### config.mk
export PLATFORM = sky130hd
export DESIGN_NAME = pipe_ctrl
export DESIGN_NICKNAME = d
export VERILOG_FILES = /design/src/rtl/pipe_ctrl.sv
export SDC_FILE = /design/constraint.sdc
export NUM_CORES = 1
export LEC_CHECK = 0
export CORE_MARGIN = 2
export CORE_UTILIZATION = 25
export CTS_CLUSTER_DIAMETER = 100
export DETAILED_ROUTE_END_ITERATION = 10
export DONT_BUFFER_PORTS = 1
export GPL_TIMING_DRIVEN = 0
export PLACE_DENSITY_LB_ADDON = 0.15
export SYNTH_ARGS = -nofsm -noshare
export SYNTH_HDL_FRONTEND = slang
export SYNTH_SLANG_ARGS = --single-unit
export TNS_END_PERCENT = 5
### constraint.sdc
create_clock -name clk -period 2.8 [get_ports clk]
set_input_delay 0.56 -clock clk [delete_from_list [all_inputs] [get_ports clk]]
set_output_delay 0.56 -clock clk [all_outputs]
set_load 0.02 [all_outputs]
### src/rtl/pipe_ctrl.sv
// pipe_ctrl: control for a short in-order pipeline. Tracks PIPE_DEPTH slots
// (EX = slot 0 .. WB = slot PIPE_DEPTH-1). Decodes EX, resolves forwarding,
// applies a one-cycle load-use stall and squashes fetch slots after a taken transfer.
module pipe_ctrl #(
  parameter int unsigned PIPE_DEPTH   = 3,
  parameter int unsigned FLUSH_CYCLES = 1,
  parameter int unsigned CNT_W        = 16
) (
  input  logic                          clk,
  input  logic                          rst_n,
  input  logic [31:0]                   inst_i,
  input  logic                          inst_valid_i,
  output logic                          inst_ready_o,
  input  logic                          br_eq_i,
  input  logic                          br_lt_i,
  output logic                          br_un_o,
  output logic [$clog2(PIPE_DEPTH)-1:0] fwd_a_sel_o,
  output logic [$clog2(PIPE_DEPTH)-1:0] fwd_b_sel_o,
  output logic                          a_pc_sel_o,
  output logic                          b_imm_sel_o,
  output logic [3:0]                    alu_op_o,
  output logic                          mem_we_o,
  output logic                          mem_re_o,
  output logic [1:0]                    wb_sel_o,
  output logic                          reg_w_en_o,
  output logic [4:0]                    reg_w_addr_o,
  output logic                          pc_sel_o,
  output logic                          flush_o,
  output logic [CNT_W-1:0]              stall_cnt_o,
  output logic [CNT_W-1:0]              flush_cnt_o
);
  localparam int unsigned SelW = $clog2(PIPE_DEPTH);
  localparam int unsigned Wb   = PIPE_DEPTH - 1;

  localparam logic [6:0] OpLui    = 7'b0110111;
  localparam logic [6:0] OpAuipc  = 7'b0010111;
  localparam logic [6:0] OpJal    = 7'b1101111;
  localparam logic [6:0] OpJalr   = 7'b1100111;
  localparam logic [6:0] OpBranch = 7'b1100011;
  localparam logic [6:0] OpLoad   = 7'b0000011;
  localparam logic [6:0] OpStore  = 7'b0100011;
  localparam logic [6:0] OpRegImm = 7'b0010011;
  localparam logic [6:0] OpRegReg = 7'b0110011;
  localparam logic [6:0] F7Alt    = 7'b0100000;

  localparam logic [3:0] AluNop  = 4'd0;
  localparam logic [3:0] AluAdd  = 4'd1;
  localparam logic [3:0] AluAnd  = 4'd2;
  localparam logic [3:0] AluSll  = 4'd3;
  localparam logic [3:0] AluSrl  = 4'd4;
  localparam logic [3:0] AluOr   = 4'd5;
  localparam logic [3:0] AluXor  = 4'd6;
  localparam logic [3:0] AluOne  = 4'd7;
  localparam logic [3:0] AluZero = 4'd8;
  localparam logic [3:0] AluSra  = 4'd9;
  localparam logic [3:0] AluLui  = 4'd10;
  localparam logic [3:0] AluSub  = 4'd11;

  logic [31:0]           inst_q [PIPE_DEPTH];
  logic [31:0]           inst_d [PIPE_DEPTH];
  logic [PIPE_DEPTH-1:0] valid_q, valid_d;
  logic [1:0]            flush_q, flush_d;
  logic [CNT_W-1:0]      stall_cnt_q, stall_cnt_d, flush_cnt_q, flush_cnt_d;

  logic [PIPE_DEPTH-1:0] live, writes_rd;
  logic [6:0]            op0, op1, opw, f7_0;
  logic [4:0]            rs1_0, rs2_0, rd1;
  logic [2:0]            f3_0;
  logic [3:0]            slt_res;
  logic                  use_rs1, use_rs2, stall, taken, take, flush_open;

  assign op0   = inst_q[0][6:0];
  assign rs1_0 = inst_q[0][19:15];
  assign rs2_0 = inst_q[0][24:20];
  assign f3_0  = inst_q[0][14:12];
  assign f7_0  = inst_q[0][31:25];
  assign op1   = inst_q[1][6:0];
  assign rd1   = inst_q[1][11:7];
  assign opw   = inst_q[Wb][6:0];

  // Per-slot liveness (valid and not the all-zero opcode) and rd-write qualification
  always_comb begin
    for (int k = 0; k < PIPE_DEPTH; k++) begin
      live[k]      = valid_q[k] && (inst_q[k][6:0] != 7'd0);
      writes_rd[k] = live[k] && (inst_q[k][6:0] != OpStore) && (inst_q[k][6:0] != OpBranch)
                     && (inst_q[k][11:7] != 5'd0);
    end
  end

  assign use_rs1 = live[0] && (op0 != OpLui) && (op0 != OpAuipc) && (op0 != OpJal);
  assign use_rs2 = live[0] && ((op0 == OpRegReg) || (op0 == OpStore) || (op0 == OpBranch));

  // Forward from the youngest producing slot; scanning oldest-first lets younger ones win
  always_comb begin
    fwd_a_sel_o = '0;
    fwd_b_sel_o = '0;
    for (int k = PIPE_DEPTH - 1; k >= 1; k--) begin
      if (use_rs1 && writes_rd[k] && (inst_q[k][11:7] == rs1_0)) fwd_a_sel_o = SelW'(k);
      if (use_rs2 && writes_rd[k] && (inst_q[k][11:7] == rs2_0)) fwd_b_sel_o = SelW'(k);
    end
  end

  assign stall = live[1] && (op1 == OpLoad) && writes_rd[1] &&
                 ((use_rs1 && (rd1 == rs1_0)) || (use_rs2 && (rd1 == rs2_0)));

  assign slt_res = (br_lt_i && !br_eq_i) ? AluOne : AluZero;

  // EX decode: ALU op, operand selects, comparator mode and transfer resolution
  always_comb begin
    alu_op_o    = AluNop;
    br_un_o     = 1'b0;
    a_pc_sel_o  = 1'b0;
    b_imm_sel_o = 1'b0;
    taken       = 1'b0;
    if (live[0]) begin
      b_imm_sel_o = (op0 != OpRegReg);
      case (op0)
        OpRegReg, OpRegImm: begin
          unique case (f3_0)
            3'b000: alu_op_o = ((op0 == OpRegReg) && (f7_0 == F7Alt)) ? AluSub : AluAdd;
            3'b001: alu_op_o = AluSll;
            3'b010: alu_op_o = slt_res;
            3'b011: begin
              alu_op_o = slt_res;
              br_un_o  = 1'b1;
            end
            3'b100: alu_op_o = AluXor;
            3'b101: alu_op_o = (f7_0 == F7Alt) ? AluSra : AluSrl;
            3'b110: alu_op_o = AluOr;
            3'b111: alu_op_o = AluAnd;
          endcase
        end
        OpLoad, OpStore: alu_op_o = AluAdd;
        OpJal, OpJalr: begin
          alu_op_o   = AluAdd;
          a_pc_sel_o = 1'b1;
          taken      = 1'b1;
        end
        OpAuipc: begin
          alu_op_o   = AluAdd;
          a_pc_sel_o = 1'b1;
        end
        OpLui: alu_op_o = AluLui;
        OpBranch: begin
          alu_op_o   = AluAdd;
          a_pc_sel_o = 1'b1;
          br_un_o    = (f3_0[2:1] == 2'b11);
          case (f3_0)
            3'b000:         taken = br_eq_i;
            3'b001:         taken = !br_eq_i;
            3'b100, 3'b110: taken = br_lt_i;
            3'b101, 3'b111: taken = !br_lt_i;
            default:        taken = 1'b0;
          endcase
        end
        default: ;
      endcase
    end
  end

  assign flush_open   = (flush_q != 2'd0);
  assign take         = taken && !stall;
  assign pc_sel_o     = take;
  assign flush_o      = take;
  // Held low through reset so nothing is considered accepted while rst_n is asserted
  assign inst_ready_o = rst_n && !stall;

  assign mem_we_o     = live[1] && (op1 == OpStore);
  assign mem_re_o     = live[1] && (op1 == OpLoad);
  assign reg_w_en_o   = writes_rd[Wb];
  assign reg_w_addr_o = live[Wb] ? inst_q[Wb][11:7] : 5'd0;
  assign wb_sel_o     = !live[Wb]                               ? 2'd0 :
                        (opw == OpLoad)                         ? 2'd1 :
                        ((opw == OpJal) || (opw == OpJalr))     ? 2'd2 : 2'd0;

  assign stall_cnt_o = stall_cnt_q;
  assign flush_cnt_o = flush_cnt_q;

  // Slot advance: a stall freezes EX and injects a bubble behind it; the taken cycle and
  // the remaining flush window replace the fetched instruction with a bubble
  always_comb begin
    for (int k = 0; k < PIPE_DEPTH; k++) begin
      inst_d[k]  = inst_q[k];
      valid_d[k] = valid_q[k];
    end
    for (int k = PIPE_DEPTH - 1; k >= 2; k--) begin
      inst_d[k]  = inst_q[k-1];
      valid_d[k] = valid_q[k-1];
    end
    if (stall) begin
      valid_d[1] = 1'b0;
    end else begin
      inst_d[1]  = inst_q[0];
      valid_d[1] = valid_q[0];
      inst_d[0]  = inst_i;
      valid_d[0] = inst_valid_i && !take && !flush_open;
    end
  end

  // Flush window counts the cycles still to squash after the taken cycle itself
  always_comb begin
    flush_d = flush_q;
    if (take)                     flush_d = 2'(FLUSH_CYCLES - 1);
    else if (flush_open && !stall) flush_d = flush_q - 2'd1;
    stall_cnt_d = (stall && (stall_cnt_q != '1)) ? stall_cnt_q + 1'b1 : stall_cnt_q;
    flush_cnt_d = (take && (flush_cnt_q != '1))  ? flush_cnt_q + 1'b1 : flush_cnt_q;
  end

  // State registers
  always_ff @(posedge clk or negedge rst_n) begin
    if (!rst_n) begin
      inst_q      <= '{default: '0};
      valid_q     <= '0;
      flush_q     <= 2'd0;
      stall_cnt_q <= '0;
      flush_cnt_q <= '0;
    end else begin
      inst_q      <= inst_d;
      valid_q     <= valid_d;
      flush_q     <= flush_d;
      stall_cnt_q <= stall_cnt_d;
      flush_cnt_q <= flush_cnt_d;
    end
  end
endmodule

## Word-level counts from Yosys, hierarchy flattened

Cells that the tools add are included.

| cells by class | value |
|---|---|
| add/sub/neg operators | 3 |
| multipliers | 0 |
| divide/modulo/power cells | 0 |
| $lt $le $gt $ge | 0 |
| equal/unequal tests | 37 |
| shift operators | 0 |
| mux-type cells | 26 |
| bitwise operators | 0 |
| reduce and logical (&&, ||, !) cells | 60 |

Operators with widths:

| kind | number |
|---|---|
| logical AND 1 bit | 36 |
| == test 7 x 6 -> 1 bit, second input constant | 5 |
| == test 7 bit, second input constant | 5 |
| adder 16 x 1 -> 16 bit, second input constant | 2 |
| inequality test 16 bit, second input constant | 2 |
| inequality test 7 x 6 -> 1 bit, second input constant | 4 |
| one-hot mux 4 bit (7 select lines) | 1 |
| == test 7 x 2 -> 1 bit, second input constant | 3 |
| inequality test 7 bit, second input constant | 3 |
| nonzero test 7 bit | 3 |
| == test 5 bit | 4 |
| two-way mux 2 bit | 9 |
| two-way mux 4 bit | 4 |
| == test 7 x 5 -> 1 bit, second input constant | 2 |
| == test 3 bit, second input constant | 4 |
| one-hot mux 4 bit (3 select lines) | 1 |
| nonzero test 5 bit | 2 |
| OR reduction 2 bit | 5 |
| two-way mux 1 bit | 7 |
| inequality test 7 x 5 -> 1 bit, second input constant | 1 |
| == test 3 x 2 -> 1 bit, second input constant | 2 |
| OR reduction 6 bit | 1 |
| zero test 1 bit | 5 |
| two-way mux 5 bit | 1 |
| 9 further kinds | 14 |

| word-level totals | value |
|---|---|
| register bits | 93 |
| bits in latches | 0 |
| memory bits (writable) | 0 |
| ROM bits | 0 |
| output and inout port bits | 56 |
| logic and storage cells | 134 |
| memories | 0 |

## Logic depth before layout (Yosys ltp)

Gate-level depths: netlist of run 1.

| depth | value |
|---|---|
| word-level depth | 13 |
| depth in mapped cells | 11 |
| mapped depth without buffers | 7 |

## Least setup slack after synthesis of run 1

No wires, ideal clock.

| path | value |
|---|---|
| path type | register to output |
| from | register inst_q[66] (netlist name) |
| to | output port pc_sel_o |
| data arrival time | 2.594 ns |
| required time | 2.240 ns |
| setup slack | -0.354 ns |
| cell stages (with the launch flop) | 10 |
| buffers on the path | 3 |
| cell sequence | dfrtp_1 > buf_6 > or4_4 > o41ai_4 > a211oi_2 > a21oi_2 > nor3_1 > clkbuf_1 > nor2_1 > buf_4 |

| between the ends | value |
|---|---|
| word-level cells in the longest chain between the ends | 10 |

Ends and longest elaborated chain:

| element | RTL line | text |
|---|---|---|
| start, declared | 59 | `logic [31:0] inst_q [PIPE_DEPTH];` |
| start signal, assigned | 218 | `inst_q <= inst_d;` |
| nonzero test 7 bit | 84 | `live[k] = valid_q[k] && (inst_q[k][6:0] != 7'd0);` |
| logical AND 1 bit | 84 |  |
| logical AND 1 bit (3 in a row) | 90 | `assign use_rs1 = live[0] && (op0 != OpLui) && (op0 != OpAuipc) && (op0 != OpJal);` |
| logical AND 1 bit | 104 | `((use_rs1 && (rd1 == rs1_0)) \|\| (use_rs2 && (rd1 == rs2_0)));` |
| logical OR 1 bit | 104 |  |
| logical AND 1 bit | 103 | `assign stall = live[1] && (op1 == OpLoad) && writes_rd[1] &&` |
| zero test 1 bit | 162 | `assign take = taken && !stall;` |
| logical AND 1 bit (*) | 162 |  |
| end, declared | 27 | `output logic pc_sel_o,` |

Mark *: on every way between the ends. The rest lies on a longest branch, timed or not.

## Final worst setup path of run 1

Ends and elaborated chain as after synthesis.

==> out/summary.txt, run 1 <==
============================================================================
Critical Path Start Type ......................................    flip-flop
Global-route wire length before repair ........................      20.2 mm
Layout overhead on the synthesized area .......................        20.9%
EDFF count, synth .............................................            0
Synthesized instance count ....................................          480
Total number of clock tree sinks ..............................           93
CP max stage cell ............................................. sky130_fd_sc_hd__or4_4
Clk Tree Root Cell ............................................ sky130_fd_sc_hd__clkbuf_16
Max Transition Viols Final ....................................            0
Final worst path period need ..................................      3.17 ns
Deepest level of the CTS H-tree ...............................            3
Die width .....................................................       139 µm
Fillers .......................................................         1897
Yosys warns ...................................................            0
Residual overflow from global routing .........................            0
Violated checks ............................................... negative setup slack
Io pins .......................................................           93
Leak ..........................................................      2.31 nW
Per-instance average area after synthesis .....................     9.45 µm²
Vias in the first global route ................................         3599
Number of DRC violations after detailed-routing iteration 0 ...          139
Category of the worst setup path capture point ................   output pin
Die outline area ..............................................    19200 µm²
Number of distinct library cells after synthesis ..............           50
Wire per inst .................................................      16.7 µm
Core Region ...................................................    17900 µm²
Type of the worst min-delay path ..............................  in -> async
Post-route design area ........................................     5480 µm²
Power density over the cells ..................................   541 nW/µm²
Instance area after placement .................................     4840 µm²
Max rail drop VDD .............................................   0.000227 V
Layout Nets ...................................................          546
Result of the run ............................................. finished with violations
Site Rows .....................................................           49
DRC viols .....................................................            0
Post-Syn Area .................................................     4530 µm²
PortBufs ......................................................            0
Initial antenna violation count ...............................            0
GRT Total Usage ...............................................        13.4%
Delay-heaviest family, CP ..................................... simple AND/OR/NAND/NOR gates
Height of the die .............................................       139 µm
Final number of hold-violating endpoints ......................            0
Worst setup slack after layout ................................    -0.370 ns
Post-synthesis sequential area ratio ..........................        51.3%
Routability cong. .............................................        0.802
TritonCTS clock tree ..........................................          yes
Maximum root-to-sink buffer count .............................            2
Timing-limited maximum frequency ..............................      315 MHz
Share of the cycle needed by the critical path after routing ..         113%
Crit-path max cell delay ......................................      0.56 ns
Tightest Pin Transition .......................................     0.875 ns
Number of buffer and inverter stages on the critical path .....            2
Average via count per standard cell ...........................         4.65
Share of synthesized registers carrying an async set or reset .         100%
Max-capacitance violation count ...............................            0
Worst setup path class ........................................   reg -> out
Worst-skew pair later-pin latency .............................      0.35 ns
Layout cell share with drive strength beyond 1 ................        16.9%
Number of buffers added by the clock tree synthesis step ......            9
Clk slew on worst S/H paths ...................................      0.06 ns
RSZ-0062 raised after global routing ..........................         true
Synthesis-stage register bit count ............................           93
Final antenna-violating net count .............................            0
Required time of the critical path ............................      2.24 ns
Hold slack final ..............................................     0.135 ns
Vias after detailed routing ...................................         3439
Relative slew slack ...........................................        41.2%
Setup violation total in the final timing report ..............            7
Area contributors post-synth .................................. sky130_fd_sc_hd__dfrtp_1 (51%), sky130_fd_sc_hd__nand2_1 (11%), sky130_fd_sc_hd__xnor2_1 (6.2%)
Cell-by-cell trace of the critical path ....................... or4_4 > o41ai_4 > a211oi_4 > a21oi_4 > nor3_4 > clkbuf_8 > nor2_4 > buf_6
Wire length reported by the detailed router ...................      12.4 mm
Max Fanout on Critical Path ...................................            3
Maximum number of pins on one net before global-route repair ..           94
Net count after synthesis .....................................          520
HPWL after detailed placement .................................      8.68 mm
Arrival time reported for the critical path endpoint ..........      2.61 ns
First drt pass iteration count ................................            5
Setup Skew ....................................................    0.0118 ns
Largest area contributor in the netlist ....................... sky130_fd_sc_hd__dfrtp_1
Yosys top cell area share .....................................        51.3%
Top_reg_cell synth ............................................ sky130_fd_sc_hd__dfrtp_1
Starting density of the core ..................................        25.3%
Number of inserted diodes .....................................            0
============================================================================
path summary, 6_finish.rpt:
check	start	endpoint	slack (ns)	cells past startpoint
setup / recovery	inst_q[66]	pc_sel_o	-0.37	8
hold / removal	rst_n	flush_cnt_o[0]	0.14	1
setup reg to reg	inst_q[66]	flush_cnt_o[14]	0.07	8
hold reg to reg	inst_d[3]	inst_q[3]	0.39	0
max in group asynchronous	rst_n	inst_q[68]	2.27	1
min in group clk	inst_i[15]	inst_q[79]	0.31	2
Yosys cell counts, types with 2 or more instances:
library cell               number
sky130_fd_sc_hd__nand2_1      133
sky130_fd_sc_hd__dfrtp_1       93
sky130_fd_sc_hd__xnor2_1       32
sky130_fd_sc_hd__nand3_1       29
sky130_fd_sc_hd__nor2_1        19
sky130_fd_sc_hd__nor3_1        16
sky130_fd_sc_hd__and2_1        15
sky130_fd_sc_hd__xor2_1        15
sky130_fd_sc_hd__o21ai_0       13
sky130_fd_sc_hd__clkbuf_1       8
sky130_fd_sc_hd__nand2b_1       8
sky130_fd_sc_hd__nand4_1        8
sky130_fd_sc_hd__a21oi_1        7
sky130_fd_sc_hd__nor4_1         7
sky130_fd_sc_hd__buf_2          6
sky130_fd_sc_hd__or3_1          6
sky130_fd_sc_hd__and3_1         5
sky130_fd_sc_hd__nand3b_1       5
sky130_fd_sc_hd__mux2_2         4
sky130_fd_sc_hd__nor2b_1        4
sky130_fd_sc_hd__or4_1          4
sky130_fd_sc_hd__a31oi_1        3
sky130_fd_sc_hd__buf_4          3
sky130_fd_sc_hd__ha_1           3
sky130_fd_sc_hd__inv_1          3
sky130_fd_sc_hd__a211oi_1       2
sky130_fd_sc_hd__and4_1         2
sky130_fd_sc_hd__buf_6          2
sky130_fd_sc_hd__nor3b_1        2
sky130_fd_sc_hd__o41ai_1        2
sky130_fd_sc_hd__or3b_2         2
state kept, by name, indices dropped and copies added (netlist names):
name	count
inst_d	12
inst_q	34
f3_0	3
flush_q	2
valid_q	3
flush_cnt_o	16
f7_0	7
stall_cnt_o	16
per-stage QoR:
| step | setup slack, ns | total power, mW | setup TNS (ns) | util, % | std cells |
|---|---|---|---|---|---|
| 2_1_floorplan | -0.209 | 1.59 | -0.433 | - | 480 |
| 3_3_place_gp | -0.922 | 1.62 | -21.78 | 27.0 | 709 |
| 3_5_place_dp | -0.973 | 1.63 | -25.47 | 27.0 | 709 |
| 4_1_cts | -0.395 | 3.01 | -1.21 | 30.3 | 737 |
| 5_1_grt | -0.474 | 3.11 | -2.00 | 30.6 | 739 |
| 6_report | -0.370 | 2.97 | -1.13 | 30.6 | 739 |
cell usage in the layout, fill, tap and decap left out, types with 3 or more instances in the layout:
cell type	count
sky130_fd_sc_hd__or3_1	4
sky130_fd_sc_hd__clkbuf_16	9
sky130_fd_sc_hd__nor2b_1	4
sky130_fd_sc_hd__o21ai_0	12
sky130_fd_sc_hd__nand4_1	8
sky130_fd_sc_hd__nor2_1	16
sky130_fd_sc_hd__a21oi_1	5
sky130_fd_sc_hd__buf_4	18
sky130_fd_sc_hd__clkbuf_1	4
sky130_fd_sc_hd__nand2b_1	8
sky130_fd_sc_hd__dfrtp_2	3
sky130_fd_sc_hd__dfrtp_1	90
sky130_fd_sc_hd__and3_1	4
sky130_fd_sc_hd__or4_1	3
sky130_fd_sc_hd__nor2_4	3
sky130_fd_sc_hd__inv_1	3
sky130_fd_sc_hd__buf_2	3
sky130_fd_sc_hd__nand3b_1	5
sky130_fd_sc_hd__xor2_1	15
sky130_fd_sc_hd__and2_1	13
sky130_fd_sc_hd__nor4_1	4
sky130_fd_sc_hd__ha_1	3
sky130_fd_sc_hd__nor4_4	3
sky130_fd_sc_hd__nand2_1	133
sky130_fd_sc_hd__mux2_2	4
sky130_fd_sc_hd__xnor2_1	32
sky130_fd_sc_hd__nor3_2	4
sky130_fd_sc_hd__nand3_1	29
sky130_fd_sc_hd__nor3_1	12
report_power, final:
part	switching [mW]	internal [mW]	leakage, nW	total [mW]
sequential	0.0685	1.39	1.16	1.46
clock	0.533	0.779	0.156	1.31
combinational	0.112	0.0799	0.999	0.192
area by class of cell:
type	instances	area [µm²]	share of cell area, %
Buffer	17	134	2.44
Clock buffer	9	225	4.11
Clock inverter	6	87.6	1.60
Inverter	3	11.3	0.205
Multi-Input combinational cell	364	2250	41.1
Sequential cell	93	2330	42.5
Tap cell	229	287	5.23
Timing Repair Buffer	18	155	2.83
layer usage:
| metal | GRT usage [%] | vias to the layer above | part of all wire, % |
|---|---|---|---|
| met3 | 3.80 | 21 | 5.5 |
| met5 | 0 | - | 0 |
| li1 | - | 1679 | - |
| met2 | 20.6 | 79 | 45 |
| met1 | 17.3 | 1660 | 46 |
| met4 | 6.49 | 0 | 3.1 |
cell families after synthesis:
family | after synthesis | share of synthesized area [%]
simple gates | 272 | 29.0
flops | 93 | 51.3
xor+xnor | 47 | 9.08
compound gates | 37 | 5.74
buf+inv | 23 | 2.68
mux | 5 | 1.32
fa+ha+maj | 3 | 0.828
what timing repair did:
item | CTS | global route
buffers inserted | 12 | 5
hold endpoints to repair | 93 | 0
pin swaps | 11 | 10
endpoints found under the setup margin | 83 | 70
resized for setup | 35 | 16
hold buffers | 1 | 0
No activity file was read; power rests on OpenSTA's default activity.
==> inputs of run 2 (changes only) <==
Settings changed: CTS_CLUSTER_SIZE from default to 12.
==> results of run 2 <==
The final DEF is identical to that of run 1; final timing and power are the same.
